--- src/rtl/fetch_stage.sv ---
// ============================================================================
//  Module   : fetch_stage
//  Purpose  : MIPS instruction fetch, PC register and IF/ID pipeline latch
//  Revision : 1.0  initial release
// ============================================================================
`default_nettype none

module fetch_stage #(
    parameter logic [31:0] RESET_PC    = 32'h0000_0000,
    parameter int          FLUSH_CNT_W = 16
) (
    input  logic                   clk,
    input  logic                   rst,
    input  logic                   Stall,
    input  logic [1:0]             PCSrc,
    input  logic                   Flush,
    input  logic [31:0]            InstData,
    output logic [31:0]            InstAddr,
    output logic [31:0]            PC,
    output logic [31:0]            IFID_Instruction,
    output logic [31:0]            IFID_PCPlus4,
    output logic                   IFID_Valid,
    output logic [FLUSH_CNT_W-1:0] FlushCount
);

    logic [31:0] pc_plus4;
    logic [31:0] branch_offset;
    logic [31:0] branch_target;
    logic [31:0] jump_target;
    logic [31:0] next_pc;

    assign pc_plus4      = PC + 32'd4;
    assign branch_offset = {{14{IFID_Instruction[15]}}, IFID_Instruction[15:0], 2'b00};
    assign branch_target = IFID_PCPlus4 + branch_offset;
    assign jump_target   = {IFID_PCPlus4[31:28], IFID_Instruction[25:0], 2'b00};
    assign InstAddr      = PC;

    // Reserved PCSrc encoding falls through to sequential fetch.
    always_comb begin
        next_pc = pc_plus4;
        case (PCSrc)
            2'b01:   next_pc = jump_target;
            2'b10:   next_pc = branch_target;
            default: next_pc = pc_plus4;
        endcase
    end

    always_ff @(posedge clk or posedge rst) begin
        if (rst) begin
            PC               <= RESET_PC;
            IFID_Instruction <= 32'h0000_0000;
            IFID_PCPlus4     <= 32'h0000_0000;
            IFID_Valid       <= 1'b0;
            FlushCount       <= '0;
        end else if (!Stall) begin
            PC <= next_pc;
            if (Flush) begin
                IFID_Instruction <= 32'h0000_0000;
                IFID_PCPlus4     <= 32'h0000_0000;
                IFID_Valid       <= 1'b0;
                if (FlushCount != {FLUSH_CNT_W{1'b1}})
                    FlushCount <= FlushCount + 1'b1;
            end else begin
                IFID_Instruction <= InstData;
                IFID_PCPlus4     <= pc_plus4;
                IFID_Valid       <= 1'b1;
            end
        end
    end

endmodule

`default_nettype wire

--- config.mk ---
export PLATFORM = sky130hd
export DESIGN_NAME = fetch_stage
export DESIGN_NICKNAME = d
export VERILOG_FILES = /design/src/rtl/fetch_stage.sv
export SDC_FILE = /design/constraint.sdc
export NUM_CORES = 1
export LEC_CHECK = 0
export BUFFER_PORTS_ARGS = -buffer_cell sky130_fd_sc_hd__buf_2
export CORE_ASPECT_RATIO = 0.5
export CORE_MARGIN = 10
export CORE_UTILIZATION = 30
export CTS_BUF_LIST = sky130_fd_sc_hd__clkbuf_16
export CTS_CLUSTER_DIAMETER = 40
export DETAILED_ROUTE_END_ITERATION = 7
export PLACE_DENSITY_LB_ADDON = 0.08
export REMOVE_ABC_BUFFERS = 1
export SETUP_SLACK_MARGIN = 0.5
export SYNTH_ARGS = -nofsm -noshare
export SYNTH_HDL_FRONTEND = slang
export SYNTH_SLANG_ARGS = --single-unit
--- constraint.sdc ---
create_clock -name clk -period 4.59 [get_ports clk]
set_input_delay 0.918 -clock clk [delete_from_list [all_inputs] [get_ports clk]]
set_output_delay 0.918 -clock clk [all_outputs]
set_load 0.05 [all_outputs]
=== After elaboration in Yosys (flattened, before gate mapping) ===
Cells that the tools add are included.

* Bits in registers: 113
* Bits of input ports: 38
* Logic and storage cells: 17

* Add/sub/neg operators: 3
* Equality and inequality tests: 3
* Mux-type cells: 4
* Bitwise gates (word level): 1
* Reductions and logical operators: 1

{| class="wikitable"
|+ Operator list
! kind !! count
|-
| 32-bit two-way mux || 2
|-
| 32-bit one-hot mux with 2 select lines || 1
|-
| 32-bit by 3-bit adder with 32-bit output (second input constant) || 1
|-
| 32-bit adder || 1
|-
| 16-bit by 1-bit adder with 16-bit output (second input constant) || 1
|-
| 16-bit inequality test (second input constant) || 1
|-
| 3-bit AND reduction || 1
|-
| 2-bit by 1-bit == test with 1-bit output (second input constant) || 1
|-
| 2-bit == test (second input constant) || 1
|-
| 1-bit two-way mux || 1
|-
| 1-bit inverter || 1
|}

=== Depth between registers and ports, before layout ===
Gate-level depths: netlist of run 1.

* Word-level depth: 2
* Mapped depth: 10
* Depth with buffers taken out: 9

=== Worst setup path before layout of run 1 ===
No wires, ideal clock.

* Kind: register to register
* Start point: reg IFID_Instruction[0]
* End point: reg PC[26], in the netlist InstAddr[26]
* Data arrival time: 2.679 ns
* Slack: 1.817 ns
* Stages on the path, launching flop included: 10
* Buffers on the path: 0
* Period minus slack after synthesis: 2.773 ns
* Cells stage by stage: dfrtp_1 -> ha_1 -> fa_1 -> a211oi_1 -> o21ai_0 -> a211oi_2 -> o21ba_2 -> nor3_2 -> mux2_2 -> a211oi_1

* Longest elaborated chain between the ends: 2

{| class="wikitable"
|+ Ends and longest elaborated chain
! what !! RTL line !! text
|-
| from (decl) || 20 || <nowiki>output logic [31:0] IFID_Instruction,</nowiki>
|-
| from (signal assigned) || 64 || <nowiki>IFID_Instruction <= InstData;</nowiki>
|-
| 32-bit adder || 34 || <nowiki>assign branch_target = IFID_PCPlus4 + branch_offset;</nowiki>
|-
| 32-bit one-hot mux with 2 select lines || 41 || <nowiki>case (PCSrc)</nowiki>
|-
| to (signal assigned) || 56 || <nowiki>PC <= next_pc;</nowiki>
|-
| to (decl) || 19 || <nowiki>output logic [31:0] PC,</nowiki>
|}

Every way passes these cells.
A chain may end at the register's enable or synchronous reset.

=== Worst setup path in the final report of run 1 ===
* Start point: reg IFID_Instruction[1]
* End point: reg PC[21], in the netlist InstAddr[21]

The elaborated chain is that of the path after synthesis.

==> flow_summary.ini, run 1 <==
[setup_path]
endpoint_kind = register
worstPathRequired_ns = 4.90
worst_r2r_path_depth = 8
start_kind = register
ff2ff_setup_slack_ns = 1.57
crit_fanout = 5
cp_data_arrival_time_ns = 3.33
crit-reg2reg-launch = IFID_Instruction[1]
crit_type = reg2reg
r2r-end = InstAddr[21]

[floorplanning]
die_y_um = 133
die_w_um = 246
rows = 41
coreArea_um2 = 25100
num_io_pins = 183
start_util_pct = 30.4
dieArea_um2 = 32700

[detailed_routing]
viasPerCell = 5.34
drtAntennaViolNets = 0
num_vias = 7099
wl_per_cell_um = 21.0
first_pass_iters = 5
drtIter0Drc = 485
wl_mm = 27.9
drc = 0

[cts]
post_cts_buffers = 0
cts-htree-levels = 4
clock_path_buffers = 2
cts_tree = yes
cts_hold_buf = 0
path_clk_slew_ns = 0.06
ctsResizeCount = 0
clk_latency_ns = 0.44
cts_buffers = 17
cts.sinks = 113
cts_root_buffer = clkbuf_16

[hold_path]
min_from = IFID_Valid
hold_end = IFID_Valid
min_path_type = reg2reg
holdPathStages = 2

[layout]
drive_above_1_share_pct = 24.8
fin_util_pct = 36.3
area_growth_pct = 19.3
nets = 1045
diodes = 0
fin_cells = 1330

[logic_synthesis]
ys_seq_area_share_pct = 37.0
synthDistinctLibCells = 75
synth_edf_count = 0
syn-cell-area_um2 = 7640
synth_area_per_cell_um2 = 9.07
synth-async-reset-ratio_pct = 100
yosys_most_used_dff = dfrtp_1
synth_cells = 843
yosys_register_bits = 113
yosysWarningCount = 0

[timing]
period_share_pct = 65.8
timing.fmax_mhz = 331
relSlewSlack_pct = 32.0
setup_viol = 0
worst_pin_slew_ns = 1.02
finalCriticalPeriod_ns = 3.02
finalHoldViolCount = 0
fin_setup_tns_ns = 0
finClkSkew_ns = 0.00702
rsz0062_at_grt = no
slew_viol_final = 0

[placement]
hpwlAfterDp_mm = 20.3
port_buffers = 182
dp.cells = 1298
gp_congestion = 0.914

[global_route]
grt_start_max_net_pins = 114
antenna_found_initial = 2
grt_pass1_vias = 7023
grt_pass1_wl_mm = 43.4
grt_usage_pct = 17.0
gr-total-overflow = 0

[power]
p_per_area_nw_per_um2 = 492
p_leak_nw = 4.18
max-vdd-ir-drop_mv = 0.468

[run_status]
status = complete, no violations

[job]
maxCapViolations = 0
where the power goes:
group / internal, W / switching, W / leakage, nW
clock: 0.000892 / 0.000501 / 0.294
sequential: 0.00114 / 0.000241 / 1.46
combinational: 0.000447 / 0.00127 / 2.43
total: 0.00248 / 0.00201 / 4.18
placed cells by master (no fill, tap or decap), types with 5 or more instances in the layout:
cell type	Yosys	final
nor3_1	12	12
a311oi_1	7	7
and4_1	5	5
a31oi_1	8	8
a211oi_1	9	9
buf_4	33	10
a22o_1	35	35
inv_1	18	18
dfrtp_1	113	113
nand4_1	13	13
nand3b_1	5	5
o21a_1	11	11
o31ai_1	6	6
a21oi_1	64	64
xnor2_1	41	41
and3_1	15	15
a221oi_1	12	12
clkinv_1	1	5
buf_2	4	181
nand2_1	97	97
xor2_1	22	22
ha_1	33	33
and2_1	6	6
nand3_1	30	30
o21ai_1	12	12
o21ai_0	51	51
o211ai_1	6	6
a21o_1	5	5
clkbuf_16	0	17
o22ai_1	9	9
nor2_1	44	43
state kept, by name (all words and copies together) (netlist names):
register and count:
InstAddr 32, FlushCount 16, IFID_Instruction 32, IFID_PCPlus4 32
IFID_Valid 1
worst max-delay path by stage:
stage / from / end / slack (ns) / cells past startpoint
2_1_floorplan: rst / FlushCount[0] / 0.68 / 1
3_3_place_gp: PCSrc[0] / InstAddr[21] / 1.49 / 9
3_5_place_dp: Stall / InstAddr[18] / 1.42 / 6
4_1_cts: IFID_Instruction[1] / InstAddr[21] / 1.64 / 8
5_1_grt: IFID_Instruction[0] / InstAddr[20] / 1.42 / 9
6_report: IFID_Instruction[1] / InstAddr[21] / 1.57 / 8
per-layer routing:
| metal | track usage, % | vias up | part of all wire, % |
|---|---|---|---|
| met4 | 4.77 | 2 | 1.4 |
| li1 | - | 3318 | - |
| met2 | 26.3 | 195 | 46 |
| met1 | 23.1 | 3551 | 48 |
| met5 | 0 | - | 0.039 |
| met3 | 4.20 | 33 | 5.2 |
cell usage after synthesis, drive strengths merged (22+ instances only):
library cell  instances  area (um2)
o21ai                63         315
a21oi                65         329
xor2                 22         193
a22o                 35         307
nand3                32         170
dfrtp               113        2830
clkbuf               35         166
nor2                 44         165
xnor2                41         359
buf                  43         298
nand2                97         364
ha                   33         413
critical path, cell delays in order, from the launching register on:
cell,delay [ns]
dfrtp_1,0.44
ha_1,0.31
a21oi_1,0.09
nand4b_1,0.36
a211o_1,0.45
a211oi_1,0.58
nor3_1,0.17
nor3b_1,0.18
or3_1,0.30
cell type report:
cell class                 instances  area (um2)
clock buffer                      17         425
timing repair buffer             192        1000
tap                              344         430
clock inverter                    15         174
sequential                       113        2830
inverter                          19        73.8
multi-input combinational        630        4190
fill                            2695       16000
through the flow:
stage / instance area, um2 / setup WS, ns / hold slack, ns / power (W)
4_1_cts: 9120 / 1.64 / 0.491 / 0.00455
3_3_place_gp: 8520 / 1.49 / 0.464 / 0.00312
5_1_grt: 9120 / 1.42 / 0.520 / 0.00472
2_1_floorplan: 7080 / 0.685 / 0.755 / 0.00261
6_report: 9120 / 1.57 / 0.484 / 0.00449
3_5_place_dp: 8520 / 1.42 / 0.470 / 0.00313
logic make-up after synthesis:
kind of cell	synth area share [%]
xor gates and xnor gates	7.22
DFF	37.0
AOI/OAI and AO/OA	24.2
and+or+nand+nor	17.1
muxes	0.556
adders and majority gates	5.66
buffers and inverters	8.28
(Power assumes the default switching activity.)
==> run 2, diff against run 1 <==
--- a/config.mk
+++ b/config.mk
@@ -5,6 +5,7 @@
 export SDC_FILE = /design/constraint.sdc
 export NUM_CORES = 1
 export LEC_CHECK = 0
+export ABC_AREA = 1
 export BUFFER_PORTS_ARGS = -buffer_cell sky130_fd_sc_hd__buf_2
 export CORE_ASPECT_RATIO = 0.5
 export CORE_MARGIN = 10
==> constraint.sdc (replaced) <==
create_clock -name clk -period 2.6 [get_ports clk]
set_input_delay 0.52 -clock clk [delete_from_list [all_inputs] [get_ports clk]]
set_output_delay 0.52 -clock clk [all_outputs]
set_load 0.05 [all_outputs]
==> flow_summary.ini, run 2 <==
[logic_synthesis]
synth_top_cells_by_area = dfrtp_1 35%, nand2_1 19%, inv_1 6.8%
synth_edf_count = 0
synth_common_cells = 415 x nand2_1, 145 x inv_1, 113 x dfrtp_1
yosysTopAreaCell = dfrtp_1
yosysWarningCount = 0
ys_seq_area_share_pct = 35.1
syn-cell-area_um2 = 8050
yosys_most_used_dff = dfrtp_1
synth_most_common_cell = nand2_1
synth_area_per_cell_um2 = 6.85
synth_cells = 1174
synth_top_area_share_pct = 35.1
synthDistinctLibCells = 42
yosys_register_bits = 113
synth-async-reset-ratio_pct = 100

[timing]
timing.fmax_mhz = 487
fin_setup_tns_ns = 0
finalCriticalPeriod_ns = 2.05
hold_slack_ns = 0.0438
rsz0062_at_grt = yes
slew_viol_final = 0
worst_pin_slew_ns = 0.696
finClkSkew_ns = 0.00699
period_share_pct = 79.0
setup_viol = 0
relSlewSlack_pct = 53.6
finalHoldViolCount = 0

[power]
p_sw_w = 0.00349
power.share.switching_pct = 44.5
p_per_area_nw_per_um2 = 718
max-vdd-ir-drop_mv = 0.520
seq_power_share_pct = 29.7
internal_power_w = 0.00436
pwr-share-comb_pct = 38.7
p_leak_nw = 5.84
pwr-share-clk_pct = 31.6

[global_route]
grt_start_max_net_pins = 66
grt_pass1_wl_mm = 50.9
antenna_found_initial = 0
gr-total-overflow = 0
grt_usage_pct = 19.6
grt_pass1_vias = 8342

[floorplanning]
dieArea_um2 = 34200
coreArea_um2 = 26400
num_io_pins = 183
die_w_um = 252
start_util_pct = 30.4
rows = 42
die_y_um = 136

[setup_path]
critPathBufInv = 3
crit_fanout = 11
crit_path_max_incr_delay_ns = 0.41
path_delay_family = simple AND/OR/NAND/NOR gates
cp_cell_sequence = buf_12, ha_4, buf_4, nand2_1, inv_1, nand2_1, nand2_1, nand2_1, nand2_1, a21oi_2, nand3_1, nand3_1, nand2_1, nand2_1, nand2_1
path_common_cell = nand2_1
crit_path_top_delay_cell = dfrtp_1
ff2ff_setup_slack_ns = 0.55
endpoint_kind = register
cp_data_arrival_time_ns = 2.38
crit_type = reg2reg
start_kind = register
worstPathRequired_ns = 2.92

[run_status]
status = complete, no violations

[layout]
nets = 1452
diodes = 0
fin_area_um2 = 10900
area_growth_pct = 35.9
fin_util_pct = 41.4
layout_commonest_cell = nand2_1
most-common-layout-cells = 378 x nand2_1, 181 x buf_2, 135 x inv_1, 105 x dfrtp_1, 69 x nand3_1
fill_cells = 2825
drive_above_1_share_pct = 30.9

[detailed_routing]
viasPerCell = 4.84
wl_mm = 33.8
drtIter0Drc = 655
num_vias = 8444
drc = 0
wl_per_cell_um = 19.4
drtAntennaViolNets = 0
first_pass_iters = 5

[job]
maxCapViolations = 0

[placement]
place_area_um2 = 9420
hpwlAfterDp_mm = 26.1
port_buffers = 182
gp_congestion = 0.917

[hold_path]
min_path_type = in2async

[cts]
cts_tree = yes
cts_buffers = 17
cts_root_buffer = clkbuf_16
clk_latency_ns = 0.43
cts.sinks = 113
clock_path_buffers = 2
cts_hold_buf = 0
path_clk_slew_ns = 0.06
cts-htree-levels = 4
[run 2: changes by cell type in the layout (fill, tap and decap cells not counted), moves of 28 or more]
cell     change
nand2_1    +281
inv_1      +117
buf_4       +53
nand3_1     +39
xnor2_1     -34
nand2_2     +30
ha_1        -29
ha_4        +28
[run 2: layer usage]
layer	share of wire (%)	routed length [um]	global-route usage, %	vias to the layer above
li1	-	-	-	4155
met1	47	16000	26.5	4037
met2	45	15100	30.5	228
met3	6.6	2210	5.32	24
met4	1.3	438	4.85	0
met5	0	0	0	-
[run 2: timing repair]
action	4_1_cts	5_1_grt
pin swaps	8	23
hold endpoints to repair	0	0
resized for setup	62	108
cloned	0	0
endpoints found under the setup margin	20	26
buffers inserted	7	17
[run 2: final timing paths]
kind	cells after the start	start	end
min in group clk	3	InstData[16]	IFID_Instruction[16]
max in group asynchronous	3	rst	IFID_PCPlus4[22]
worst min-delay path	2	rst	FlushCount[8]
worst max register to register	15	IFID_Instruction[15]	InstAddr[30]
worst max-delay path	15	IFID_Instruction[15]	InstAddr[30]
worst min register to register	1	FlushCount[14]	FlushCount[14]
[run 2: power by group through the flow]
stage                     sequential, W  combinational [W]  clock (W)
after CTS                       0.00232            0.00289    0.00254
after global placement          0.00232            0.00278          0
after global routing            0.00237            0.00325    0.00263
after floorplan                 0.00331           0.000843          0
final                           0.00233            0.00304    0.00248
after detailed placement        0.00232            0.00277          0
[run 2: final cells by class]
| class | instances | area, um2 | area share (%) |
|---|---|---|---|
| multi-input combinational | 851 | 5020 | 45.9 |
| clock inverter | 15 | 180 | 1.65 |
| inverter | 147 | 554 | 5.07 |
| clock buffer | 17 | 425 | 3.89 |
| sequential | 113 | 2840 | 25.9 |
| tap | 352 | 440 | 4.03 |
| timing repair buffer | 250 | 1480 | 13.5 |
[run 2: stage by stage]
stage | setup WS (ns) | total power (W) | cells
after global routing | 0.438 | 0.00825 | 1745
final | 0.545 | 0.00785 | 1745
after global placement | 0.119 | 0.00510 | 1689
after detailed placement | 0.0968 | 0.00509 | 1689
after CTS | 0.462 | 0.00775 | 1728
after floorplan | -0.907 | 0.00415 | 1111
[run 2: cells by family after synthesis]
group / synth area share, %
flops: 35.1
fa+ha+maj: 5.38
xor+xnor: 3.36
buf+inv: 11.4
compound gates: 11.7
simple gates: 33.1
==> run 3, diff against run 2 <==
--- a/config.mk
+++ b/config.mk
@@ -5,7 +5,7 @@
 export SDC_FILE = /design/constraint.sdc
 export NUM_CORES = 1
 export LEC_CHECK = 0
-export ABC_AREA = 1
+export ABC_AREA = 0
 export BUFFER_PORTS_ARGS = -buffer_cell sky130_fd_sc_hd__buf_2
 export CORE_ASPECT_RATIO = 0.5
 export CORE_MARGIN = 10
==> constraint.sdc (replaced) <==
create_clock -name clk -period 2.1 [get_ports clk]
set_input_delay 0.42 -clock clk [delete_from_list [all_inputs] [get_ports clk]]
set_output_delay 0.42 -clock clk [all_outputs]
set_load 0.05 [all_outputs]
==> flow_summary.ini, run 3 (synthesis results as in run 1) <==
[placement]
place_area_um2 = 10300
gp_congestion = 0.882
dp.cells = 1526
hpwlAfterDp_mm = 24.0
port_buffers = 182

[layout]
drive_above_1_share_pct = 55.2
layout_commonest_cell = buf_4
area_growth_pct = 79.9
nets = 1345
fin_area_um2 = 13800
fin_cells = 1630
fill_cells = 2278
diodes = 0
most-common-layout-cells = 219 x buf_4, 152 x buf_6, 104 x dfrtp_1, 83 x nand2_1, 67 x buf_2

[floorplanning]
num_io_pins = 183
coreArea_um2 = 25100
dieArea_um2 = 32700
rows = 41
start_util_pct = 30.4
die_w_um = 246
die_y_um = 133

[detailed_routing]
drtAntennaViolNets = 0
drc = 0
first_pass_iters = 7
drtIter0Drc = 497
wl_mm = 32.5
viasPerCell = 5.05
wl_per_cell_um = 19.9
num_vias = 8231

[run_status]
status = finished with violations
violations = negative setup slack

[cts]
cts_buffers = 17
clock_path_buffers = 2
cts-htree-levels = 4
path_clk_slew_ns = 0.06
cts_root_buffer = clkbuf_16
clk_latency_ns = 0.44
cts.sinks = 113
cts_tree = yes

[global_route]
grt_pass1_vias = 8438
grt_usage_pct = 19.6
grt_pass1_wl_mm = 50.2
gr-total-overflow = 0
antenna_found_initial = 0
grt_start_max_net_pins = 40

[timing]
finalCriticalPeriod_ns = 2.52
worst_pin_slew_ns = 0.441
slew_viol_final = 0
finalHoldViolCount = 0
setup_viol = 24
setup_slack_ns = -0.417
finClkSkew_ns = 0.00563
period_share_pct = 120
rsz0062_at_grt = yes
timing.fmax_mhz = 397
relSlewSlack_pct = 70.6

[setup_path]
crit_type = reg2reg
start_kind = register
crit_path_max_incr_delay_ns = 0.42
crit-reg2reg-launch = IFID_Instruction[1]
crit_fanout = 4
cp_data_arrival_time_ns = 2.84
worstPathRequired_ns = 2.42
cp_cell_sequence = ha_1, a21oi_2, nand4b_1, buf_6, a211o_1, a211oi_2, buf_4, nor3_4, nor3b_1, or3_1
crit_path_top_delay_cell = dfrtp_1
endpoint_kind = register
startpoint = IFID_Instruction[1]

[power]
max-vdd-ir-drop_mv = 0.816
p_per_area_nw_per_um2 = 878
p_leak_nw = 6.39

[hold_path]
min_path_type = in2reg
min_from = InstData[27]

[job]
maxCapViolations = 0
run 3: cell count changes in the layout (fill, tap and decap cells not counted), sizes merged, moves of 7 or more:
cell	change
nor2	-39
xnor2	+34
a211oi	+11
a311oi	+7
buf	+236
inv	-131
nand2	-323
o21a	+11
nand3	-46
and3	+15
a221oi	+12
o31ai	+7
a21oi	+16
run 3: worst paths after layout:
kind / cells after the start / slack [ns] / to
max in group asynchronous: 4 / 1.03 / FlushCount[0]
worst max register to register: 10 / -0.42 / InstAddr[21]
worst max-delay path: 10 / -0.42 / InstAddr[21]
worst min-delay path: 2 / 0.19 / IFID_Instruction[27]
min in group asynchronous: 3 / 0.47 / FlushCount[6]
worst min register to register: 2 / 0.48 / IFID_Valid
run 3: final cells by class:
cell class	count	area (um2)	share of cell area [%]
Timing Repair Buffer	492	4500	32.7
Tap cell	344	430	3.13
Inverter	19	73.8	0.537
Clock buffer	17	425	3.09
Sequential cell	113	2840	20.6
Multi-Input combinational cell	630	5340	38.8
Clock inverter	15	151	1.10
run 3: stage by stage:
stage	worst slack, ns	power (W)	TNS (ns)	hold WS (ns)	utilization, %
CTS	-0.460	0.0116	-7.48	0.165	50.4
global placement	-0.696	0.00756	-10.66	0.395	41.0
floorplan	-1.31	0.00571	-172.78	0.506	-
finish	-0.417	0.0121	-5.75	0.186	54.7
global route	-0.503	0.0126	-8.58	0.172	54.7
detailed placement	-0.771	0.00758	-11.57	0.389	41.0
run 3: per-layer routing:
layer,up-vias,share of wire [%],global-route usage [%]
li1,3938,-,-
met1,4122,47,25.9
met2,144,48,32.0
met3,27,3.5,3.98
met4,0,1.2,5.08
met5,-,0,0
run 3: worst max-delay path: cells and delay by family, from the launching register on:
family / cells / cell delay [ns]
AOI/OAI and AO/OA: 3 / 0.58
adders and majority gates: 1 / 0.31
buffers and inverters: 2 / 0.35
DFF: 1 / 0.42
and+or+nand+nor: 4 / 0.75
run 3: report_power, final:
group | leakage (nW) | internal [W] | switching, W
logic | 4.65 | 0.00266 | 0.00361
registers | 1.45 | 0.00250 | 0.000347
clock network | 0.283 | 0.00183 | 0.00113
run 3: what timing repair did:
item / CTS / global route
buffers inserted: 40 / 31
hold buffers: 1 / 0
gates resized for setup: 403 / 200
pin swaps: 70 / 75
hold endpoints to repair: 15 / 0
endpoints found under the setup margin: 165 / 156
